===== src/rtl/core_pkg.sv =====
// Shared core definitions: canonical NOP, RV32I major opcodes and the hazard FSM states.
package core_pkg;

  localparam logic [31:0] NOP_INSTR = 32'h0000_0013;

  localparam logic [6:0] OP_LOAD   = 7'b000_0011;
  localparam logic [6:0] OP_STORE  = 7'b010_0011;
  localparam logic [6:0] OP_BRANCH = 7'b110_0011;
  localparam logic [6:0] OP_JAL    = 7'b110_1111;
  localparam logic [6:0] OP_JALR   = 7'b110_0111;
  localparam logic [6:0] OP_IMM    = 7'b001_0011;
  localparam logic [6:0] OP_LUI    = 7'b011_0111;
  localparam logic [6:0] OP_AUIPC  = 7'b001_0111;

  typedef enum logic [0:0] {
    StRun,
    StMemWait
  } hz_state_e;

endpackage


===== src/rtl/sat_counter.sv =====
// Saturating up-counter with synchronous active-low reset; holds at all-ones.
module sat_counter #(
  parameter int unsigned W = 32
) (
  input  logic         clk_i,
  input  logic         rst_ni,
  input  logic         inc_i,
  output logic [W-1:0] count_o
);

  logic [W-1:0] count_q, count_d;

  always_comb begin
    count_d = count_q;
    if (inc_i && (count_q != '1)) begin
      count_d = count_q + W'(1);
    end
  end

  always_ff @(posedge clk_i) begin
    if (!rst_ni) begin
      count_q <= '0;
    end else begin
      count_q <= count_d;
    end
  end

  assign count_o = count_q;

endmodule


===== src/rtl/pipe_hazard_ctrl.sv =====
// 5-stage pipeline sequencer: per-register advance/hold/flush from memory waits,
// EX redirects and load-use hazards, plus stall/flush performance counters.
module pipe_hazard_ctrl
  import core_pkg::*;
#(
  parameter int unsigned CNT_W    = 32,
  parameter int unsigned WAIT_MAX = 255
) (
  input  logic             clk_i,
  input  logic             rst_ni,
  input  logic [4:0]       id_rs1_i,
  input  logic [4:0]       id_rs2_i,
  input  logic             id_use_rs1_i,
  input  logic             id_use_rs2_i,
  input  logic [4:0]       ex_rd_i,
  input  logic             ex_mem_read_i,
  input  logic             ex_redirect_i,
  input  logic             dmem_req_i,
  input  logic             dmem_ready_i,
  output logic             pc_en_o,
  output logic             pc_sel_redirect_o,
  output logic             if_id_en_o,
  output logic             if_id_flush_o,
  output logic             id_ex_en_o,
  output logic             id_ex_flush_o,
  output logic             ex_mem_en_o,
  output logic             mem_wb_en_o,
  output logic             mem_wb_bubble_o,
  output logic             dmem_timeout_o,
  output logic [CNT_W-1:0] stall_cnt_o,
  output logic [CNT_W-1:0] flush_cnt_o
);

  localparam logic [15:0] WaitMax = 16'(WAIT_MAX);

  hz_state_e   state_q, state_d;
  logic [15:0] wait_cnt_q, wait_cnt_d;
  logic        timeout_q, timeout_d;
  logic        mem_hold, load_use;

  assign mem_hold = dmem_req_i & ~dmem_ready_i;
  assign load_use = ex_mem_read_i && (ex_rd_i != 5'd0) &&
                    ((id_use_rs1_i && (id_rs1_i == ex_rd_i)) ||
                     (id_use_rs2_i && (id_rs2_i == ex_rd_i)));

  always_comb begin
    pc_en_o           = 1'b1;
    pc_sel_redirect_o = 1'b0;
    if_id_en_o        = 1'b1;
    if_id_flush_o     = 1'b0;
    id_ex_en_o        = 1'b1;
    id_ex_flush_o     = 1'b0;
    ex_mem_en_o       = 1'b1;
    mem_wb_en_o       = 1'b1;
    mem_wb_bubble_o   = 1'b0;
    if (!rst_ni) begin
      pc_en_o         = 1'b0;
      if_id_en_o      = 1'b0;
      id_ex_en_o      = 1'b0;
      ex_mem_en_o     = 1'b0;
      mem_wb_en_o     = 1'b0;
      if_id_flush_o   = 1'b1;
      id_ex_flush_o   = 1'b1;
      mem_wb_bubble_o = 1'b1;
    end else if (mem_hold) begin
      // Redirect/load-use inputs are frozen in place, so they re-present after the wait.
      pc_en_o         = 1'b0;
      if_id_en_o      = 1'b0;
      id_ex_en_o      = 1'b0;
      ex_mem_en_o     = 1'b0;
      mem_wb_bubble_o = 1'b1;
    end else if (ex_redirect_i) begin
      pc_sel_redirect_o = 1'b1;
      if_id_flush_o     = 1'b1;
      id_ex_flush_o     = 1'b1;
    end else if (load_use) begin
      pc_en_o       = 1'b0;
      if_id_en_o    = 1'b0;
      id_ex_flush_o = 1'b1;
    end
  end

  always_comb begin
    state_d    = state_q;
    wait_cnt_d = wait_cnt_q;
    timeout_d  = timeout_q;
    unique case (state_q)
      StRun: begin
        if (mem_hold) begin
          state_d    = StMemWait;
          wait_cnt_d = 16'd1;
        end
      end
      StMemWait: begin
        if (mem_hold) begin
          if (wait_cnt_q == WaitMax) begin
            timeout_d = 1'b1;
          end else begin
            wait_cnt_d = wait_cnt_q + 16'd1;
          end
        end else begin
          state_d    = StRun;
          wait_cnt_d = '0;
        end
      end
      default: begin
        state_d    = StRun;
        wait_cnt_d = '0;
      end
    endcase
  end

  always_ff @(posedge clk_i) begin
    if (!rst_ni) begin
      state_q    <= StRun;
      wait_cnt_q <= '0;
      timeout_q  <= 1'b0;
    end else begin
      state_q    <= state_d;
      wait_cnt_q <= wait_cnt_d;
      timeout_q  <= timeout_d;
    end
  end

  assign dmem_timeout_o = timeout_q;

  sat_counter #(
    .W (CNT_W)
  ) u_stall_cnt (
    .clk_i   (clk_i),
    .rst_ni  (rst_ni),
    .inc_i   (~pc_en_o),
    .count_o (stall_cnt_o)
  );

  sat_counter #(
    .W (CNT_W)
  ) u_flush_cnt (
    .clk_i   (clk_i),
    .rst_ni  (rst_ni),
    .inc_i   (if_id_flush_o),
    .count_o (flush_cnt_o)
  );

endmodule

===== config.mk =====
export PLATFORM = sky130hd
export DESIGN_NAME = pipe_hazard_ctrl
export DESIGN_NICKNAME = d
export VERILOG_FILES = /design/src/rtl/core_pkg.sv /design/src/rtl/sat_counter.sv /design/src/rtl/pipe_hazard_ctrl.sv
export SDC_FILE = /design/constraint.sdc
export NUM_CORES = 1
export LEC_CHECK = 0
export BUFFER_PORTS_ARGS = -buffer_cell sky130_fd_sc_hd__buf_4
export CAP_MARGIN = 20
export CORE_MARGIN = 2
export CORE_UTILIZATION = 40
export CTS_BUF_LIST = sky130_fd_sc_hd__clkbuf_16
export DETAILED_ROUTE_END_ITERATION = 16
export SYNTH_ARGS = -nofsm -noshare
export SYNTH_HDL_FRONTEND = slang
export SYNTH_SLANG_ARGS = --single-unit

===== constraint.sdc =====
create_clock -name clk_i -period 2 [get_ports clk_i]
set_input_delay 0.1 -clock clk_i [delete_from_list [all_inputs] [get_ports clk_i]]
set_output_delay 0.1 -clock clk_i [all_outputs]
set_load 0.005 [all_outputs]

Word level (Yosys, flattened, before mapping)
Index checks and enable logic that the tools add are counted.
Storage, ports and cells
  bits in registers: 82
  bits of input ports: 23
  output and inout port bits: 74
  word-level logic and storage cells: 50
Operators by class
  add/sub/neg operators: 3
  equality and inequality tests: 7
  multiplexer cells: 21
  bitwise operators: 4
  reductions and logical operators: 10
Operators with widths (count)
  32-bit by 1-bit adder with 32-bit output (second input constant): 2
  32-bit != test (second input constant): 2
  16-bit two-way mux: 3
  16-bit one-hot mux with 2 select lines: 1
  1-bit two-way mux: 17
  16-bit by 1-bit adder with 16-bit output (second input constant): 1
  16-bit by 8-bit == test with 1-bit output (second input constant): 1
  5-bit == test: 2
  1-bit logical AND: 6
  5-bit nonzero test: 1
  3-bit != test (second input constant): 1
  1-bit NOT: 3
  3-bit AND reduction: 1
  2-bit != test (second input constant): 1
  2-bit AND reduction: 1
  1-bit bitwise AND: 1
  1-bit logical OR: 1

Longest topological paths before layout
  depth in word-level cells: 10
  gate-level depth with buffers: 9
  depth with buffers taken out: 7

Hierarchy
A second synthesis with hierarchy kept.
Second synthesis, totals
  cells, all modules: 544
  area, all modules: 4603.2 µm²
Modules (own cells, without submodules)
  sat_counter: times used 2, cells each 200, area an instance 1704.1 µm², seq. area each 640.6 µm²
  pipe_hazard_ctrl: times used 1, cells each 144, area an instance 1194.9 µm², seq. area each 360.3 µm²

Least setup slack after synthesis
OpenSTA, ideal clock, no wires.
  path kind: reg2reg
  from: register u_stall_cnt.count_q[0], in the netlist u_stall_cnt.count_o[0]
  to: register u_stall_cnt.count_q[26], in the netlist u_stall_cnt.count_o[26]
  library setup time: 70 ps
  arrival: 1996 ps
  data required time: 1930 ps
  path slack: -66 ps
  stages on the path, launching flop included: 9
  buffers on the path: 1
  clock period less this slack: 2066 ps
  path through: dfxtp_1 > ha_1 > inv_1 > or3_1 > clkbuf_4 > nor4_4 > a41oi_2 > or3_1 > a21oi_1
Between the ends
  cells in the longest elaborated chain, start to end: 2
  elaborated cells on any way between the ends: 3
  those cells by class: 1 x add/sub; 1 x eq/ne; 1 x reduce/logical
RTL lines
  start: declaration: line sat_counter.sv:11  | logic [W-1:0] count_q, count_d;
  start signal: assignment: line sat_counter.sv:24  | count_q <= count_d;
  parallel branches: the longest is 2 deep, another holds 32-bit by 1-bit adder with 32-bit output
Several ways; the timed one is not identified.
A chain may end at the register's enable or synchronous reset.

Final worst setup path
  from: register wait_cnt_q[10]
  to: register wait_cnt_q[4]
Between the ends
  cells in the longest elaborated chain, start to end: 3
RTL lines
  start: declaration: line pipe_hazard_ctrl.sv:37  | logic [15:0] wait_cnt_q, wait_cnt_d;
  start signal: assignment: line pipe_hazard_ctrl.sv:120  | wait_cnt_q <= wait_cnt_d;
  16-bit by 8-bit == test with 1-bit output: line pipe_hazard_ctrl.sv:96  | if (wait_cnt_q == WaitMax) begin
  3-bit != test (no source line)
  2-bit AND reduction (no source line)
Every way passes these cells.

==> summary.txt <==
Critical path
  • FF-to-FF End: wait_cnt_q[4]
  • Critical R2R Launch: wait_cnt_q[10]
  • Data arrival, critical path: 2.18 ns
  • Reg-to-reg setup timing slack: 0.05 ns
  • Max FO, Critical Path: 6
  • CP Launch Type: register
  • Worst Reg-to-Reg Cells: 6
  • WS Path Type: register to register
  • Data required time of the worst path: 2.23 ns
  • Nature of the critical path endpoint: register

Clock tree
  • Clock sink count: 82
  • Worst-Skew Late Latency: 0.34 ns
  • CTS tree: built
  • Bufs on Longest Clock Path: 2
  • CTS Buf Count: 9
  • CTS Root Cell: clkbuf_16
  • CTS H-Tree Depth: 3
  • CTS clock-pin slew for the worst setup and hold paths: 0.06 ns
  • Hold Buf Count CTS: 0

Hold path
  • Hold Crit Class: input pin to register
  • Min-Delay Path Depth: 3
  • Hold Path End: state_q
  • Hold path startpoint: dmem_ready_i

Timing
  • Worst Max-Slew Pin Slew: 0.585 ns
  • Fin crit period: 1.95 ns
  • Setup violators final: 0
  • Slew headroom: 0.610
  • Pins Over Slew Limit: 0
  • Period utilization: 0.975
  • Final hold violation count: 0
  • Worst clock skew: 0.00641 ns
  • RSZ-0062 raised after global routing: yes
  • FMAX: 513 MHz

Floorplanning
  • Die area: 11400 um2
  • Die width: 107 um
  • # rows: 37
  • Starting Density: 0.411
  • Die Span Y: 107 um
  • Boundary Pins: 97
  • Area of the core: 10300 um2

Power
  • VDD IR max: 332 uV
  • Cell leakage power: 0.00243 uW
  • Power per Cell Area: 600 nW/um2
  • Power Total: 3680 uW

Drt
  • Met3 routed WL: 483 um
  • Post-DRT Antenna Nets: 0
  • Drt wl/cell: 14.1 um
  • Highest Signal Layer: met4
  • M1 WL: 5110 um
  • Drt via density: 5.28
  • Final WL: 11500 um
  • Met2 routed WL: 5770 um
  • DRC viols: 0
  • Initial drt markers: 167
  • Vias: 4328
  • Pre-antenna DRT Iters: 4

Logic synthesis
  • Syn_area_per_cell: 8.28 um2
  • Flops & latches, synth: 82
  • Synth warn: 0
  • Net count after synthesis: 536
  • Cells after Synth: 510
  • EDFF count, synth: 0
  • Unique masters post-synth: 49
  • Asr flop ratio synth: 0
  • Ys flop type: dfxtp_1
  • Synthesized cell area: 4220 um2
  • Share of the synthesized area in the top cell type: 0.389
  • Synth top area cells: dfxtp_1 (39%), xnor2_1 (7.7%), nor2_1 (4.9%), a21oi_1 (4.5%), or3_1 (4.0%)
  • Share of the yosys chip area belonging to registers: 0.389
  • Post-synth top area cell: dfxtp_1

Finish
  • Final Util: 0.596
  • # nets final: 705
  • Layout cells sized above 1: 0.352
  • Area of the multi-input gates: 2570 um2
  • Layout area overhead: 45.0%
  • # diodes: 0
  • FF/Latch Area: 1660 um2
  • Fillers: 937

Flow run
  • Max Cap Viol: 0

Global routing
  • Initial antenna violation count: 0
  • Total track usage: 0.203
  • GRT overflow: 0
  • First-pass GRT wire length: 18800 um
  • Vias in the first global route: 4088
  • Largest net degree at the start of global routing: 54

Place
  • HPWL Detailed: 8360 um
  • IO Port Bufs: 96
  • Gpl congestion: 0.847

Run status
  • Outcome: complete, no violations
## critical path: stages (launching register included)
cell,delay [ns]
dfxtp_2,0.33
or4_4,0.54
nor4_4,0.35
a21oi_1,0.23
nand4_1,0.15
xor2_1,0.19
nor2_1,0.06
## layer usage
layer,global-route usage,vias up
met2,0.352,79
li1,-,2174
met1,0.251,2063
met5,0,-
met4,0.0640,0
met3,0.0419,12
## cell usage in the layout (no fill, tap or decap), types with 9 or more instances in the layout
cell       instances
buf_4            175
dfxtp_1           66
nor2_1            55
nand2_1           42
a21oi_1           38
xnor2_1           37
nand3_1           31
o21ai_0           26
or3_1             25
nand4_1           19
dfxtp_2           16
nor3_1            13
xor2_1            13
inv_1              9
and3_1             9
clkbuf_16          9
## synthesized netlist by cell type (5+ instances only)
cell,count
a21oi_1,38
and3_1,10
buf_4,5
clkbuf_1,10
dfxtp_1,82
inv_1,10
mux2i_1,6
nand2_1,43
nand2b_1,8
nand3_1,32
nand4_1,19
nor2_1,55
nor3_1,16
nor4_1,12
o21ai_0,26
o31ai_1,7
or3_1,27
or4_1,9
xnor2_1,37
xor2_1,13
## logic make-up (layout without fill, tap and decap cells)
family                   Yosys count  in the layout  share of synthesized area
XOR/XNOR                          50             50                      0.104
flip-flops                        82             82                      0.389
buffers and inverters             30            204                     0.0341
adder cells (fa/ha/maj)            3              3                    0.00889
multiplexers                       6              6                     0.0142
AO/OA/AOI/OAI                     81             81                      0.109
AND/OR/NAND/NOR                  258            258                      0.341
## what timing repair did
action	4_1_cts	5_1_grt
setup buffers	0	7
gates resized for setup	0	36
hold endpoints to repair	0	0
endpoints found under the setup margin	0	55
## flip-flops by register name, indices dropped and copies added (netlist names)
name	flops
dmem_timeout_o	1
u_flush_cnt.count_o	32
state_q	1
wait_cnt_q	16
u_stall_cnt.count_o	32
## report_power, final
group | total (uW) | internal [uW] | leakage [uW] | switching [uW]
Combinational | 288 | 134 | 0.00161 | 154
Sequential | 1660 | 1650 | 0.000669 | 11.9
Clock | 1730 | 1080 | 0.000148 | 650
## worst max path at each step
| stage | start | to | slack, ns | depth (start not counted) |
|---|---|---|---|---|
| 6_report | wait_cnt_q[10] | wait_cnt_q[4] | 0.05 | 6 |
| 5_1_grt | u_stall_cnt.count_o[17] | u_stall_cnt.count_o[28] | -0.05 | 7 |
| 4_1_cts | u_stall_cnt.count_o[0] | u_stall_cnt.count_o[28] | 0.03 | 7 |
| 3_5_place_dp | u_stall_cnt.count_o[1] | u_stall_cnt.count_o[28] | 0.03 | 7 |
| 3_3_place_gp | u_stall_cnt.count_o[0] | u_stall_cnt.count_o[28] | 0.07 | 7 |
| 2_1_floorplan | u_stall_cnt.count_o[0] | u_stall_cnt.count_o[26] | 0.002 | 8 |
## final cells by class
cell class | count | area share
clock inverters | 7 | 0.0137
inverters | 10 | 0.00613
well taps | 136 | 0.0278
repair buffers | 178 | 0.224
flip-flops and latches | 82 | 0.271
clock buffers | 9 | 0.0368
multi-input cells | 398 | 0.420
## through the flow
stage / hold slack, ns / setup slack (ns) / cell area [um2] / instances / setup TNS, ns
global route: 0.0863 / -0.0486 / 6120 / 820 / -0.209
detailed placement: 0.422 / 0.0300 / 5610 / 797 / 0
global placement: 0.409 / 0.0691 / 5610 / 797 / 0
floorplan: 0.260 / 0.00165 / 4230 / 510 / 0
finish: 0.0694 / 0.0509 / 6120 / 820 / 0
CTS: 0.0706 / 0.0267 / 5920 / 813 / 0
Power figures use the tool's default switching activity.
